===== config.mk =====
export PLATFORM = sky130hd
export DESIGN_NAME = apb_req_master
export DESIGN_NICKNAME = d
export VERILOG_FILES = /design/src/rtl/apb_req_master.sv
export SDC_FILE = /design/constraint.sdc
export NUM_CORES = 1
export LEC_CHECK = 0
export CORE_MARGIN = 2
export CORE_UTILIZATION = 41
export DETAILED_ROUTE_END_ITERATION = 8
export HOLD_SLACK_MARGIN = 0.06
export PLACE_DENSITY = 0.95
export REMOVE_ABC_BUFFERS = 1
export SLEW_MARGIN = 5
export SYNTH_ARGS = -nofsm -noshare
export SYNTH_HDL_FRONTEND = slang
export SYNTH_SLANG_ARGS = --single-unit

===== constraint.sdc =====
create_clock -name pclk -period 4.4 [get_ports pclk]
set_input_delay 1.1 -clock pclk [delete_from_list [all_inputs] [get_ports pclk]]
set_output_delay 1.1 -clock pclk [all_outputs]
set_load 0.05 [all_outputs]

===== src/rtl/apb_req_master.sv =====
// apb_req_master
//   Converts a valid/ready command stream into APB setup/access transfers and
//   returns exactly one response pulse per accepted command (read data or an
//   error flag). Only one transfer is in flight at a time.
//
//   Ports
//     pclk, preset            clock, synchronous active-high reset
//     cmd_valid/cmd_ready     command handshake; cmd_write/cmd_addr/cmd_wdata payload
//     rsp_valid/rsp_rdata/rsp_err   one-cycle response, no backpressure
//     paddr/pwdata/pwrite/psel/penable   APB requester outputs (all registered)
//     prdata/pready/pslverr   APB completer inputs
//
//   RDATA_LATE=1 adds a CAPTURE cycle so completers that register prdata on
//   the completing edge are sampled one edge later.
//   TIMEOUT_CYCLES bounds the number of ACCESS cycles with pready low
//   (0 disables the bound).
module apb_req_master #(
  parameter int ADDR_W         = 32,
  parameter int DATA_W         = 32,
  parameter int RDATA_LATE     = 1,
  parameter int TIMEOUT_CYCLES = 16
) (
  input  logic              pclk,
  input  logic              preset,
  input  logic              cmd_valid,
  output logic              cmd_ready,
  input  logic              cmd_write,
  input  logic [ADDR_W-1:0] cmd_addr,
  input  logic [DATA_W-1:0] cmd_wdata,
  output logic              rsp_valid,
  output logic [DATA_W-1:0] rsp_rdata,
  output logic              rsp_err,
  output logic [ADDR_W-1:0] paddr,
  output logic [DATA_W-1:0] pwdata,
  output logic              pwrite,
  output logic              psel,
  output logic              penable,
  input  logic [DATA_W-1:0] prdata,
  input  logic              pready,
  input  logic              pslverr
);

  localparam bit LATE      = (RDATA_LATE != 0);
  localparam bit TO_EN     = (TIMEOUT_CYCLES > 0);
  localparam int TW        = TO_EN ? $clog2(TIMEOUT_CYCLES + 1) : 1;
  localparam int TO_LAST_I = TO_EN ? TIMEOUT_CYCLES - 1 : 0;
  // Timer value seen in the last permitted wait cycle; abort happens there.
  localparam logic [TW-1:0] TO_LAST = TO_LAST_I[TW-1:0];

  typedef enum logic [1:0] {IDLE, SETUP, ACCESS, CAPTURE} state_t;

  typedef struct packed {
    logic              vld;
    logic              err;
    logic [DATA_W-1:0] rdata;
  } rsp_t;

  state_t        state, state_nxt;
  logic [TW-1:0] timer, timer_nxt;
  logic          err_q, err_nxt;   // pslverr held across CAPTURE
  rsp_t          rsp_nxt;
  logic          accept;

  assign accept = cmd_valid & cmd_ready;

  always_comb begin
    state_nxt = state;
    timer_nxt = timer;
    err_nxt   = err_q;
    rsp_nxt   = '0;
    unique case (state)
      IDLE: begin
        if (accept) begin
          state_nxt = SETUP;
          timer_nxt = '0;
        end
      end
      SETUP: state_nxt = ACCESS;
      ACCESS: begin
        if (pready) begin
          if (pwrite || !LATE) begin
            state_nxt     = IDLE;
            rsp_nxt.vld   = 1'b1;
            rsp_nxt.err   = pslverr;
            rsp_nxt.rdata = (!pwrite && !pslverr) ? prdata : '0;
          end else begin
            state_nxt = CAPTURE;
            err_nxt   = pslverr;
          end
        end else if (TO_EN && (timer == TO_LAST)) begin
          state_nxt   = IDLE;
          rsp_nxt.vld = 1'b1;
          rsp_nxt.err = 1'b1;
        end else begin
          timer_nxt = timer + TW'(1);
        end
      end
      CAPTURE: begin
        state_nxt     = IDLE;
        rsp_nxt.vld   = 1'b1;
        rsp_nxt.err   = err_q;
        rsp_nxt.rdata = err_q ? '0 : prdata;
      end
      default: state_nxt = IDLE;
    endcase
  end

  // Every output is a flop driven from the next-state decode so that the APB
  // strobes and cmd_ready are glitch-free.
  always_ff @(posedge pclk) begin
    if (preset) begin
      state     <= IDLE;
      timer     <= '0;
      err_q     <= 1'b0;
      cmd_ready <= 1'b1;
      psel      <= 1'b0;
      penable   <= 1'b0;
      pwrite    <= 1'b0;
      paddr     <= '0;
      pwdata    <= '0;
      rsp_valid <= 1'b0;
      rsp_err   <= 1'b0;
      rsp_rdata <= '0;
    end else begin
      state     <= state_nxt;
      timer     <= timer_nxt;
      err_q     <= err_nxt;
      cmd_ready <= (state_nxt == IDLE);
      psel      <= (state_nxt == SETUP) || (state_nxt == ACCESS);
      penable   <= (state_nxt == ACCESS);
      if (accept) begin
        paddr  <= cmd_addr;
        pwdata <= cmd_wdata;
        pwrite <= cmd_write;
      end
      rsp_valid <= rsp_nxt.vld;
      rsp_err   <= rsp_nxt.err;
      rsp_rdata <= rsp_nxt.rdata;
    end
  end

endmodule


==> impl_metrics.json, run 1 <==
{
  "criticalPathCategory": "reg2out",
  "hp-class": "reg2reg",
  "tritoncts": "done",
  "synth_edf_count": 0,
  "ys_warn_count": 0,
  "fin_skew_ps": 11.5,
  "clk_pin_slew_ps": 100,
  "pin_count": 204,
  "worstPathArrival_ps": 1630,
  "post-route-period-util_pct": 62.1,
  "start_util_pct": 42.4,
  "die_h_um": 98.9,
  "via_per_inst": 4.93,
  "vias": 3558,
  "synthCells": 420,
  "ir_drop_v": 0.000196,
  "power.density_mw_per_mm2": 356,
  "core_mm2": 0.00872,
  "cts_resized": 0,
  "synth_top_cells_by_area": "dfxtp_1, nand2_1, a21oi_1",
  "cp_cell_sequence": "clkdlybuf4s50_1",
  "drv_cap": 0,
  "antenna_found_initial": 0,
  "cts_buffers": 9,
  "ys_seq_elements": 110,
  "cts_buffer_depth": 2,
  "final_cell_mix": "clkdlybuf4s50_1, nand2_1, dfxtp_1",
  "slew_viol_final": 0,
  "p_sw_share_pct": 30.3,
  "drtAntennaViolNets": 0,
  "grt_first_pass_wirelength_um": 16300,
  "io_buffers": 203,
  "nets": 714,
  "synth_flop_cell": "dfxtp_1",
  "comb_power_share_pct": 22.4,
  "crit_slowest_cell": "clkdlybuf4s50_1",
  "post_cts_buffers": 0,
  "setup_ws_ps": 1670,
  "multiInputGateArea_mm2": 0.00137,
  "power.switching_mw": 0.642,
  "drt_first_pass_iters": 4,
  "fmax_mhz": 366,
  "synthArstFlopShare_pct": 0,
  "hold_buffers": 0,
  "setup_viol": 0,
  "stdcell_area_mm2": 0.00596,
  "drt_iter0_markers": 115,
  "num_rows": 34,
  "fp.dieW_um": 98.9,
  "synth_cell_types": 32,
  "seqPwrFrac_pct": 50.7,
  "fillers": 604,
  "worstPathMaxFanout": 6,
  "relSlewSlack_pct": 22.0,
  "final_common_cell": "clkdlybuf4s50_1",
  "synthToLayoutAreaGrowth_pct": 61.2,
  "intPower_mw": 1.48,
  "p_leak_nw": 2.22,
  "yosys.area.top_type": "dfxtp_1",
  "wl_per_cell_um": 14.4,
  "die_area_mm2": 0.00979,
  "holdWs_ps": 460,
  "total_power_mw": 2.12,
  "stdcell_count": 722,
  "grt_usage_pct": 20.6,
  "cp-start-kind": "flop",
  "synth_top_area_share_pct": 59.6,
  "preCtsSetupSlack_ps": 1340,
  "run_status": "finished, final reports clean",
  "worst_slew_pin_slew_ps": 1170,
  "placed_cells": 706,
  "cp-end-kind": "output port",
  "worstPathRequired_ps": 3300,
  "wirelength_um": 10400,
  "grt_max_degree": 77,
  "drc": 0,
  "pwr-share-clk_pct": 27.0,
  "rsz0062_at_grt": "no",
  "clkLatencyLatePin_ps": 350,
  "clock-root-buffer": "clkbuf_8",
  "worst_path_largest_cell_delay_ps": 840,
  "final_util_pct": 68.3,
  "syn_area_mm2": 0.00370,
  "ys_seq_area_share_pct": 59.6,
  "grt_overflow": 0,
  "crit_family": "buffers and inverters",
  "grt_pass1_vias": 3490,
  "diodes": 0,
  "setup_tns_ps": 0,
  "cts_htree_levels": 3,
  "period_needed_ps": 2730,
  "place_congestion": 0.833,
  "cts.sinks": 110,
  "seq_area_mm2": 0.00220,
  "placed_area_mm2": 0.00576,
  "drive_above_1_share_pct": 4.23,
  "dp.final_hpwl_um": 7700,
  "hold_violations": 0,
  "critPathBufInv": 1,
  "syn_avg_cell_area_um2": 8.80
}
-- cells in the mapped netlist, types with 2 or more instances --
cell type,number
nand3_1,6
and2_1,33
clkbuf_1,21
buf_1,2
ha_1,3
dfxtp_1,110
buf_2,2
inv_1,3
nand2b_1,4
mux2i_1,2
a21oi_1,71
buf_6,2
nor2_1,6
nand2_1,136
nand3b_1,2
-- tightest hold or removal path, stage by stage, from the launching register on --
cell and delay [ps]:
dfxtp_1 320, nand2_1 50, a21oi_1 50
-- sequential cells by signal (all words and copies together) (netlist names), 2 cells and up --
name and flops:
pwdata 32, timer 5, state 2, paddr 32
rsp_rdata 32
-- routing by layer --
layer | share of wire, % | global-route usage (%) | vias up
met5 | 0 | 0 | -
met4 | 1.6 | 6.74 | 0
met3 | 11 | 8.16 | 18
met2 | 49 | 36.3 | 194
met1 | 38 | 22.5 | 1615
li1 | - | - | 1731
-- final timing paths --
kind | start | cells after the start | endpoint | slack [ps]
setup / recovery | pwrite$_SDFFE_PP0P_ | 1 | pwrite | 1670
hold reg to reg | pwdata[19]$_SDFFE_PP0P_ | 2 | pwdata[19]$_SDFFE_PP0P_ | 460
setup reg to reg | timer[0]$_SDFFE_PP0P_ | 6 | timer[3]$_SDFFE_PP0P_ | 2230
hold / removal | pwdata[19]$_SDFFE_PP0P_ | 2 | pwdata[19]$_SDFFE_PP0P_ | 460
-- area by class of cell --
cell class                      instances  area share, %
Tap cell                              108           2.27
Clock buffer                           11           2.54
Inverter                                3          0.189
Clock inverter                          5          0.714
Multi-Input combinational cell        279           22.9
Timing Repair Buffer                  206           34.4
Sequential cell                       110           37.0
-- cells by family (layout without fill, tap and decap cells) --
group | after synthesis | after routing | share of synthesized area [%]
buf+inv | 31 | 225 | 3.72
flops | 110 | 110 | 59.6
fa+ha+maj | 3 | 3 | 1.02
simple gates | 196 | 196 | 24.0
compound gates | 78 | 78 | 11.2
mux | 2 | 2 | 0.542
-- power by group through the flow --
stage	sequential (mW)	combinational (mW)	clock (mW)
4_1_cts	1.07	0.477	0.592
5_1_grt	1.08	0.501	0.631
3_3_place_gp	1.09	0.466	0
2_1_floorplan	1.25	0.0910	0
6_report	1.07	0.474	0.572
3_5_place_dp	1.10	0.475	0
Power figures use the tool's default switching activity.
==> run 2: changes to the inputs <==
CORE_UTILIZATION = 38   (was 41)
PLACE_DENSITY = 0.91   (was 0.95)
clock period = 2.7 ns   (was 4.4 ns; I/O delays follow)
==> impl_metrics.json, run 2 (same netlist as run 1, synthesis figures left out) <==
{
  "grt_pass1_vias": 3265,
  "vias": 3447,
  "worstPathArrival_ps": 1620,
  "clock-root-buffer": "clkbuf_8",
  "die_area_mm2": 0.0105,
  "post_cts_buffers": 0,
  "hp-class": "reg2reg",
  "stdcell_count": 746,
  "wirelength_um": 10400,
  "drt_iter0_markers": 72,
  "drt_first_pass_iters": 4,
  "r2r-start": "timer[0]$_SDFFE_PP0P_",
  "final_cell_mix": "clkdlybuf4s50_1, nand2_1, dfxtp_1",
  "holdWs_ps": 459,
  "drv_cap": 0,
  "worstPathMaxFanout": 5,
  "cp-start-kind": "flop",
  "start_util_pct": 39.6,
  "post-route-period-util_pct": 85.2,
  "ir_drop_v": 0.000385,
  "drtAntennaViolNets": 0,
  "rsz0062_at_grt": "no",
  "synthToLayoutAreaGrowth_pct": 62.4,
  "worst_path_largest_cell_delay_ps": 840,
  "final_common_cell": "clkdlybuf4s50_1",
  "worstPathRequired_ps": 2030,
  "nets": 717,
  "setup_viol": 0,
  "r2r_end": "timer[3]$_SDFFE_PP0P_",
  "drc": 0,
  "place_congestion": 0.828,
  "via_per_inst": 4.62,
  "critPathBufInv": 1,
  "top_regs": "paddr (32), pwdata (32), rsp_rdata (32)",
  "num_rows": 35,
  "cp-end-kind": "output port",
  "io_buffers": 203,
  "criticalPathCategory": "reg2out",
  "diodes": 0,
  "holdCritStartpoint": "pwdata[19]$_SDFFE_PP0P_",
  "cts_resized": 0,
  "total_power_mw": 3.40,
  "grt_first_pass_wirelength_um": 15500,
  "pin_count": 204,
  "clk_pin_slew_ps": 100,
  "grt_overflow": 0,
  "grt_max_degree": 60,
  "cts.sinks": 110,
  "antenna_found_initial": 0,
  "cts_htree_levels": 3,
  "setup_tns_ps": 0,
  "hold_buffers": 0,
  "worst_slew_pin_slew_ps": 591,
  "hold_violations": 0,
  "fin_skew_ps": 16.3,
  "crit_slowest_cell": "clkdlybuf4s50_1",
  "power.density_mw_per_mm2": 566,
  "period_needed_ps": 2300,
  "hold_depth": 2,
  "run_status": "finished, final reports clean",
  "placed_cells": 730,
  "clkLatencyLatePin_ps": 360,
  "drive_above_1_share_pct": 4.21,
  "crit_family": "buffers and inverters",
  "cts_buffer_depth": 2,
  "tritoncts": "done",
  "core_mm2": 0.00933,
  "rr_worst_depth": 6,
  "relSlewSlack_pct": 60.6,
  "hold_end": "pwdata[19]$_SDFFE_PP0P_",
  "fmax_mhz": 435,
  "p_leak_nw": 2.23,
  "slew_viol_final": 0,
  "dp.final_hpwl_um": 7780,
  "grt_usage_pct": 18.9,
  "cts_buffers": 9,
  "wl_per_cell_um": 13.9,
  "fp.dieW_um": 103,
  "r2r_slack_ps": 540,
  "cp_cell_sequence": "clkdlybuf4s50_1",
  "die_h_um": 103
}
## run 2: power breakdown
part           internal [mW]  switching (mW)
logic                  0.323           0.462
registers               1.70          0.0472
clock network          0.341           0.525
total                   2.37            1.03
## run 2: layout make-up
class	count	area (µm²)
Clock buffer	12	135
Clock inverter	4	31.3
Fill cell	730	3320
Inverter	3	11.3
Multi-Input combinational cell	279	1370
Sequential cell	110	2200
Tap cell	129	161
Timing Repair Buffer	209	2100
## run 2: stage by stage
step	util, %	setup WS [ps]	instance area, µm²
after floorplan	-	358	3570
after global routing	64.4	323	6000
after CTS	64.4	378	6000
final	64.4	401	6000
after global placement	62.6	449	5840
after detailed placement	62.6	387	5840
## run 2: per-layer routing
metal | GRT usage, % | share of wire, % | vias to the layer above
met1 | 20.8 | 40 | 1521
met4 | 7.28 | 1.6 | 0
met5 | 0 | 0 | -
met3 | 8.27 | 12 | 16
li1 | - | - | 1738
met2 | 32.3 | 46 | 172
## run 2: worst max-delay path by stage
stage / start / cells past startpoint / end / slack, ps
2_1_floorplan: cmd_ready$_SDFF_PP1_ / 2 / cmd_ready$_SDFF_PP1_ / 360
3_3_place_gp: pready / 4 / timer[3]$_SDFFE_PP0P_ / 450
3_5_place_dp: pready / 4 / timer[3]$_SDFFE_PP0P_ / 390
4_1_cts: cmd_ready$_SDFF_PP1_ / 1 / cmd_ready / 380
5_1_grt: cmd_ready$_SDFF_PP1_ / 1 / cmd_ready / 320
6_report: cmd_ready$_SDFF_PP1_ / 1 / cmd_ready / 400
## run 2: tightest hold or removal path, cell delays in order (launching register included)
cell and delay, ps:
dfxtp_1 320, nand2_1 50, a21oi_1 50
==> run 3: changes to the inputs <==
ABC_AREA = 1   (was unset)
CORE_UTILIZATION = 39   (was 38)
PLACE_DENSITY = 0.92   (was 0.91)
==> impl_metrics.json, run 3 <==
{
  "crit_slowest_cell": "clkdlybuf4s50_1",
  "r2r-start": "timer[0]$_SDFFE_PP0P_",
  "placed_cells": 782,
  "start_util_pct": 39.9,
  "via_per_inst": 4.70,
  "run_status": "finished, final reports clean",
  "criticalPathCategory": "reg2out",
  "r2r_slack_ps": 1000,
  "rr_worst_depth": 10,
  "syn_avg_cell_area_um2": 8.22,
  "cp-end-kind": "output port",
  "worstPathRequired_ps": 2030,
  "io_buffers": 203,
  "crit_family": "buffers and inverters",
  "cts_buffers": 9,
  "yosys.area.top_type": "dfxtp_1",
  "final_cell_mix": "clkdlybuf4s50_1, nor2_1, dfxtp_1",
  "final_common_cell": "clkdlybuf4s50_1",
  "synth_edf_count": 0,
  "vias": 3751,
  "rsz0062_at_grt": "no",
  "r2r_end": "timer[3]$_SDFFE_PP0P_",
  "dp.final_hpwl_um": 8260,
  "multiInputGateArea_mm2": 0.00144,
  "clock-root-buffer": "clkbuf_8",
  "drt_first_pass_iters": 4,
  "nets": 765,
  "drtAntennaViolNets": 0,
  "grt_max_degree": 67,
  "slew_viol_final": 0,
  "setup_viol": 0,
  "grt_usage_pct": 19.9,
  "fin_skew_ps": 13.2,
  "pin_count": 204,
  "cts.sinks": 110,
  "place_congestion": 0.824,
  "grt_pass1_vias": 3676,
  "relSlewSlack_pct": 39.0,
  "syn_area_mm2": 0.00386,
  "wl_per_cell_um": 13.8,
  "yosys-top-cells-count": "nor2_1, dfxtp_1, o21ai_0",
  "placed_area_mm2": 0.00592,
  "num_rows": 36,
  "post-route-period-util_pct": 82.4,
  "seq_area_mm2": 0.00220,
  "cts_htree_levels": 3,
  "grt_first_pass_wirelength_um": 17500,
  "hold_violations": 0,
  "clkLatencyLatePin_ps": 350,
  "synth_top_cells_by_area": "dfxtp_1, nor2_1, o21ai_0",
  "drv_cap": 0,
  "hold_end": "paddr[10]$_SDFFE_PP0P_",
  "fp.dieW_um": 104,
  "synthCells": 470,
  "intPower_mw": 2.62,
  "ys_seq_elements": 110,
  "cp_cell_sequence": "clkdlybuf4s50_1",
  "core_mm2": 0.00968,
  "clk_pin_slew_ps": 90,
  "tritoncts": "done",
  "cts_resized": 0,
  "grt_overflow": 0,
  "cp-start-kind": "flop",
  "die_area_mm2": 0.0107,
  "diodes": 0,
  "hold_buffers": 0,
  "drt_iter0_markers": 165,
  "fmax_mhz": 449,
  "holdCritStartpoint": "paddr[10]$_SDFFE_PP0P_",
  "top_regs": "paddr (32), pwdata (32), rsp_rdata (32)",
  "period_needed_ps": 2230,
  "drc": 0,
  "ir_drop_v": 0.000352,
  "fillers": 843,
  "die_h_um": 104,
  "worst_slew_pin_slew_ps": 914,
  "synthArstFlopShare_pct": 0,
  "synthMostInstantiatedCell": "nor2_1",
  "post_cts_buffers": 0,
  "antenna_found_initial": 0,
  "p_leak_nw": 2.38,
  "synth_flop_cell": "dfxtp_1",
  "hp-class": "reg2reg",
  "cts_buffer_depth": 2,
  "stdcell_count": 798,
  "power.density_mw_per_mm2": 629,
  "seqPwrFrac_pct": 46.6,
  "drive_above_1_share_pct": 8.72,
  "synthToLayoutAreaGrowth_pct": 58.8,
  "power.switching_mw": 1.25,
  "synth_cell_types": 23,
  "stdcell_area_mm2": 0.00614,
  "synth_top_area_share_pct": 57.0,
  "wirelength_um": 11000,
  "pwr-share-clk_pct": 26.8,
  "worstPathArrival_ps": 1550,
  "holdWs_ps": 492,
  "ys_warn_count": 0,
  "worst_path_largest_cell_delay_ps": 820,
  "comb_power_share_pct": 26.6,
  "hold_depth": 2,
  "ys_seq_area_share_pct": 57.0,
  "p_sw_share_pct": 32.3,
  "worstPathMaxFanout": 4,
  "critPathBufInv": 1
}
[run 3: changes by cell type after synthesis, moves of 3 or more]
cell	delta
buf_12	+3
and2_1	-33
clkbuf_1	-9
nand2b_1	-4
buf_2	+11
nor2_1	+140
o21ai_0	+69
a21oi_1	-64
nand2_1	-85
nor2_2	+30
inv_1	+6
[run 3: power by group through the flow]
| stage | registers (mW) | clock network, mW | logic, mW |
|---|---|---|---|
| 2_1_floorplan | 2.19 | 0 | 0.233 |
| 3_3_place_gp | 1.83 | 0 | 1.00 |
| 3_5_place_dp | 1.84 | 0 | 1.03 |
| 4_1_cts | 1.80 | 1.07 | 1.03 |
| 5_1_grt | 1.82 | 1.13 | 1.09 |
| 6_report | 1.80 | 1.03 | 1.03 |
[run 3: layout make-up]
type / instances / share of cell area, %
Clock buffer: 11 / 2.47
Timing Repair Buffer: 209 / 33.8
Clock inverter: 5 / 1.04
Sequential cell: 110 / 35.9
Inverter: 10 / 0.612
Tap cell: 133 / 2.71
Multi-Input combinational cell: 320 / 23.4
[run 3: kinds of logic (layout without fill, tap and decap cells)]
kind of cell,after synthesis,in the layout,share of synthesized area (%)
flip-flops,110,110,57.0
buffers and inverters,40,235,5.86
AND/OR/NAND/NOR,237,237,25.6
AO/OA/AOI/OAI,80,80,10.6
adder cells (fa/ha/maj),3,3,0.971
[run 3: per-stage QoR]
stage / power (mW) / util (%) / setup TNS (ps) / setup slack [ps]
2_1_floorplan: 2.43 / - / -15200 / -761
3_3_place_gp: 2.84 / 61.1 / 0 / 721
3_5_place_dp: 2.87 / 61.1 / 0 / 639
4_1_cts: 3.90 / 63.4 / 0 / 448
5_1_grt: 4.03 / 63.4 / 0 / 404
6_report: 3.86 / 63.4 / 0 / 475
[run 3: routing by layer]
layer	vias up	global-route usage, %	part of all wire [%]
li1	1852	-	-
met1	1742	21.0	39
met2	138	39.4	54
met3	19	2.96	5.3
met4	0	7.24	1.8
met5	-	0	0
[run 3: how the worst max path moves through the flow]
stage	from	to	depth (start not counted)
global route	pwrite$_SDFFE_PP0P_	pwrite	1
floorplan	cmd_ready$_SDFF_PP1_	psel$_SDFF_PP0_	7
global placement	pready	psel$_SDFF_PP0_	6
finish	pwrite$_SDFFE_PP0P_	pwrite	1
CTS	paddr[0]$_SDFFE_PP0P_	paddr[0]	1
detailed placement	pready	psel$_SDFF_PP0_	6
==> RTL edit 1 (settings of run 3) <==
Change the parameter `DATA_W` from 32 to 16.
--- a/src/rtl/apb_req_master.sv
+++ b/src/rtl/apb_req_master.sv
@@ -16,7 +16,7 @@
 //   (0 disables the bound).
 module apb_req_master #(
   parameter int ADDR_W         = 32,
-  parameter int DATA_W         = 32,
+  parameter int DATA_W         = 16,
   parameter int RDATA_LATE     = 1,
   parameter int TIMEOUT_CYCLES = 16
 ) (
Ports: changed (resized cmd_wdata, prdata, pwdata and rsp_rdata); port bits go from 204 to 140. The function was not compared with the original's and may differ.
==> RTL edit 1 against run 3 <==
  * Sequential cell count fell by 32
  * Routed wire length fell by 33%
  * Synthesized area fell by 28%
  * Register-to-register slack got worse by 240 ps
  * Total power fell by 22%
  * Setup slack improved by 43 ps
  * Global-route usage fell by 1.4 points
  * Design area fell by 28%
  * Combinational power fell by 16%
==> RTL edit 1: results (changes against run 3) <==
- Status: finished, final reports clean
- Drt wl/cell: 12.6 µm (-8.6%)
- Clock Latency Late Sink: 330 ps (-20 ps)
- Clock Skews: 9.59 ps (-3.57 ps)
- Pin count of the biggest net entering global routing: 51 (-24%)
- Number of global-route vias before repair: 2558 (-30%)
- Post-synth top cells: 117 x nor2_1, 78 x dfxtp_1, 51 x o21ai_0, 32 x nand2_1
- Placed inst area: 4210 µm² (-29%)
- Area of the multi-input gates: 1060 µm² (-27%)
- N_taps: 96 (-28%)
- Post-synthesis compound-gate area fraction: 10.8% (+0.21 points)
- Main area contributors after synthesis: dfxtp_1 56%, nor2_1 16%, o21ai_0 9.2%
- Register area share after synthesis: 56.3% (-0.68 points)
- Hold_sp: paddr[9]
- Data buffer area share: 32.4% (-1.4 points)
- DR vias: 2703 (-28%)
- Leakage power: 1.75 nW (-27%)
- Setup slack, reg-to-reg: 760 ps (-240 ps)
- WHS Endpoint: paddr[9]
- Buffers, non-clock: 144 (-31%)
- GP Congestion: 0.789 (-4.2%)
- I/O Buffers: 139 (-32%)
- RR Endpoint: cmd_ready
- Dpl hpwl: 5390 µm (-35%)
- Synth cell types: 22 (-4.3%)
- Clock Network Area Fraction: 4.51% (+1.0 points)
- Syn_area_per_cell: 8.02 µm² (-2.5%)
- Biggest regs: paddr (32), pwdata (16), rsp_rdata (16)
- Layout cells sized above 1: 7.20% (-1.5 points)
- Drt first pass iters: 5 (+1)
- Critical Path AT: 1510 ps (-40 ps)
- IR drop worst, VDD: 294 µV (-16%)
- WHS: 486 ps (-6.52 ps)
- Post-layout nets: 555 (-27%)
- Clk sinks: 78 (-29%)
- Final Cell Area: 4410 µm² (-28%)
==> RTL edit 1: cell count changes in the layout (fill, tap and decap cells not counted), moves of 3 or more <==
cell                    run 3  this run
clkinv_2                    0         3
inv_1                       8        11
dfxtp_1                   110        78
nor2_1                    146       117
o21ai_0                    69        51
nand2_1                    50        32
nor2_2                     30         9
clkdlybuf4s50_1           203       139
==> RTL edit 1: power breakdown <==
part	leakage, nW	internal [mW]	switching, mW	total (mW)
Sequential	0.642	1.25	0.0539	1.30
Clock	0.102	0.449	0.414	0.864
Combinational	1.00	0.318	0.543	0.861
==> RTL edit 1: routing by layer <==
metal	vias up	track usage (%)	share of wire [%]
li1	1356	-	-
met5	-	0	0
met4	0	8.13	2.6
met2	99	33.6	53
met3	16	4.29	5.5
met1	1232	20.5	39
==> RTL edit 1: kinds of logic (layout without fill, tap and decap cells) <==
group	after synthesis	after routing
AOI/OAI and AO/OA	60	60
adders and majority gates	4	4
buffers and inverters	32	172
DFF	78	78
and+or+nand+nor	172	172
==> RTL edit 2 (settings of run 3) <==
Without the edit above. Encoding of `state_t`: now one-hot (4 bits for 4 states).
--- a/src/rtl/apb_req_master.sv
+++ b/src/rtl/apb_req_master.sv
@@ -47,7 +47,7 @@
   // Timer value seen in the last permitted wait cycle; abort happens there.
   localparam logic [TW-1:0] TO_LAST = TO_LAST_I[TW-1:0];
 
-  typedef enum logic [1:0] {IDLE, SETUP, ACCESS, CAPTURE} state_t;
+  typedef enum logic [3:0] {IDLE = 4'b0001, SETUP = 4'b0010, ACCESS = 4'b0100, CAPTURE = 4'b1000} state_t;
 
   typedef struct packed {
     logic              vld;
Check against the original RTL: same outputs for any inputs over 10 cycles, from zero or initial values and one cycle with preset high; not proved beyond that.
==> RTL edit 2 against run 3 <==
  * Register-to-register slack better by 70 ps
  * Total power increased by 1.4%
  * Fmax down 2.0%
  * Routed wire length rose by 1.6%
  * Synthesized area grew 3.6%
  * Sequential cell count increased by 2
  * Setup slack worse by 45 ps
  * Critical path depth did not move
  * Design area is 2.7% higher
  * First-iteration DRC count rose by 2.4%
  * Critical path type unchanged
  * Largest cell class unchanged
  * Highest routed layer unchanged
==> RTL edit 2: results (changes against run 3) <==
- Status: finished, final reports clean
- Multi-input gates: 291 (-9.1%)
- Data buffer area share: 33.5% (-0.36 points)
- Starting DRT DRC Count: 169 (+2.4%)
- CP max FO: 2 (-2)
- Hold_sp: paddr[20]
- YS warnings: 0 (unchanged)
- Crit path from: paddr[24]
- M3 GR Usage: 4.14% (+1.2 points)
- R2R cell count: 10 (unchanged)
- Tot GR Track Use: 19.9% (-0.032 points)
- Buffers, non-clock: 210 (+0.48%)
- Main flop type after synthesis: dfxtp_1
- # fillers: 777 (-7.8%)
- Critical Path Max Stage Delay: 860 ps (+40 ps)
- Multi-input combinational area share: 24.7% (+1.2 points)
- GP Congestion: 0.749 (-9.1%)
- IR drop worst, VDD: 396 µV (+13%)
- Drt wl/cell: 14.4 µm (+4.2%)
- Metal3 WL: 611 µm (+5.0%)
- Main area contributors after synthesis: dfxtp_1 56%, nor2_1 14%, nor3b_2 9.4%
- M1 wire length: 4320 µm (+1.7%)
- Worst hold path depth: 2 (unchanged)
- First-pass GRT wire length: 17700 µm (+0.63%)
- Max-cap viol count: 0 (unchanged)
- Signal inverters: 17 (+7)
- DR vias: 3716 (-0.93%)
- Post-CTS Setup Repair Bufs: 0 (unchanged)
- Post-synth top cells: 147 x nor2_1, 112 x dfxtp_1, 61 x o21ai_0, 30 x nor3b_2
- Pin count of the biggest net entering global routing: 55 (-18%)
- Layout cells sized above 1: 10.4% (+1.7 points)
- Synth cell types: 24 (+4.3%)
- Worst Tran Pin Value: 584 ps (-331 ps)
- WL met2: 5960 µm (-0.12%)
- Met2 GRT Util: 36.8% (-2.6 points)
- Register area: 2240 µm² (+1.8%)
- Leakage power: 2.38 nW (about the same)
- Seq cells: 112 (+1.8%)
- RR Endpoint: timer[0]
- Post-layout nets: 745 (-2.6%)
- Register area share after synthesis: 56.0% (-0.99 points)
- I/O Buffers: 203 (unchanged)
- Dpl hpwl: 8480 µm (+2.6%)
- Clock Path Buffers: 2 (unchanged)
- Clock Skews: 13.7 ps (+0.573 ps)
- Clkbuf count: 12 (+1)
- Number of global-route vias before repair: 3604 (-2.0%)
- Setup slack, reg-to-reg: 1070 ps (+70 ps)
- M1 GR Usage: 21.6% (+0.59 points)
- WHS: 486 ps (-6.13 ps)
- Clock Network Area Fraction: 2.60% (-0.91 points)
- Core area: 9860 µm² (+1.9%)
- Worst setup endpoint: paddr[24]
- WHS Endpoint: paddr[20]
-- RTL edit 2: cell types whose count changed after synthesis, sizes merged, moves of 3 or more --
cell,delta
nor2,-26
nand2,-36
nand3,+3
clkbuf,-5
nor3b,+32
buf,+3
nand4,+5
inv,+6
-- RTL edit 2: report_power, final --
group | internal (mW) | switching, mW | leakage, nW
Sequential | 1.79 | 0.0779 | 0.919
Clock | 0.356 | 0.506 | 0.0862
Combinational | 0.448 | 0.744 | 1.38
-- RTL edit 2: stage by stage --
stage	TNS (ps)	instance area (µm²)	worst slack, ps	instances
finish	0	6300	430	778
global route	0	6300	385	778
CTS	0	6300	412	778
detailed placement	0	6140	672	763
global placement	0	6140	738	763
floorplan	-232	3860	-152	420
-- RTL edit 2: cells by family after synthesis --
kind of cell,Yosys count,synth area share (%)
adder cells (fa/ha/maj),2,0.625
AND/OR/NAND/NOR,212,28.6
flip-flops,112,56.0
buffers and inverters,45,5.22
AO/OA/AOI/OAI,77,9.62
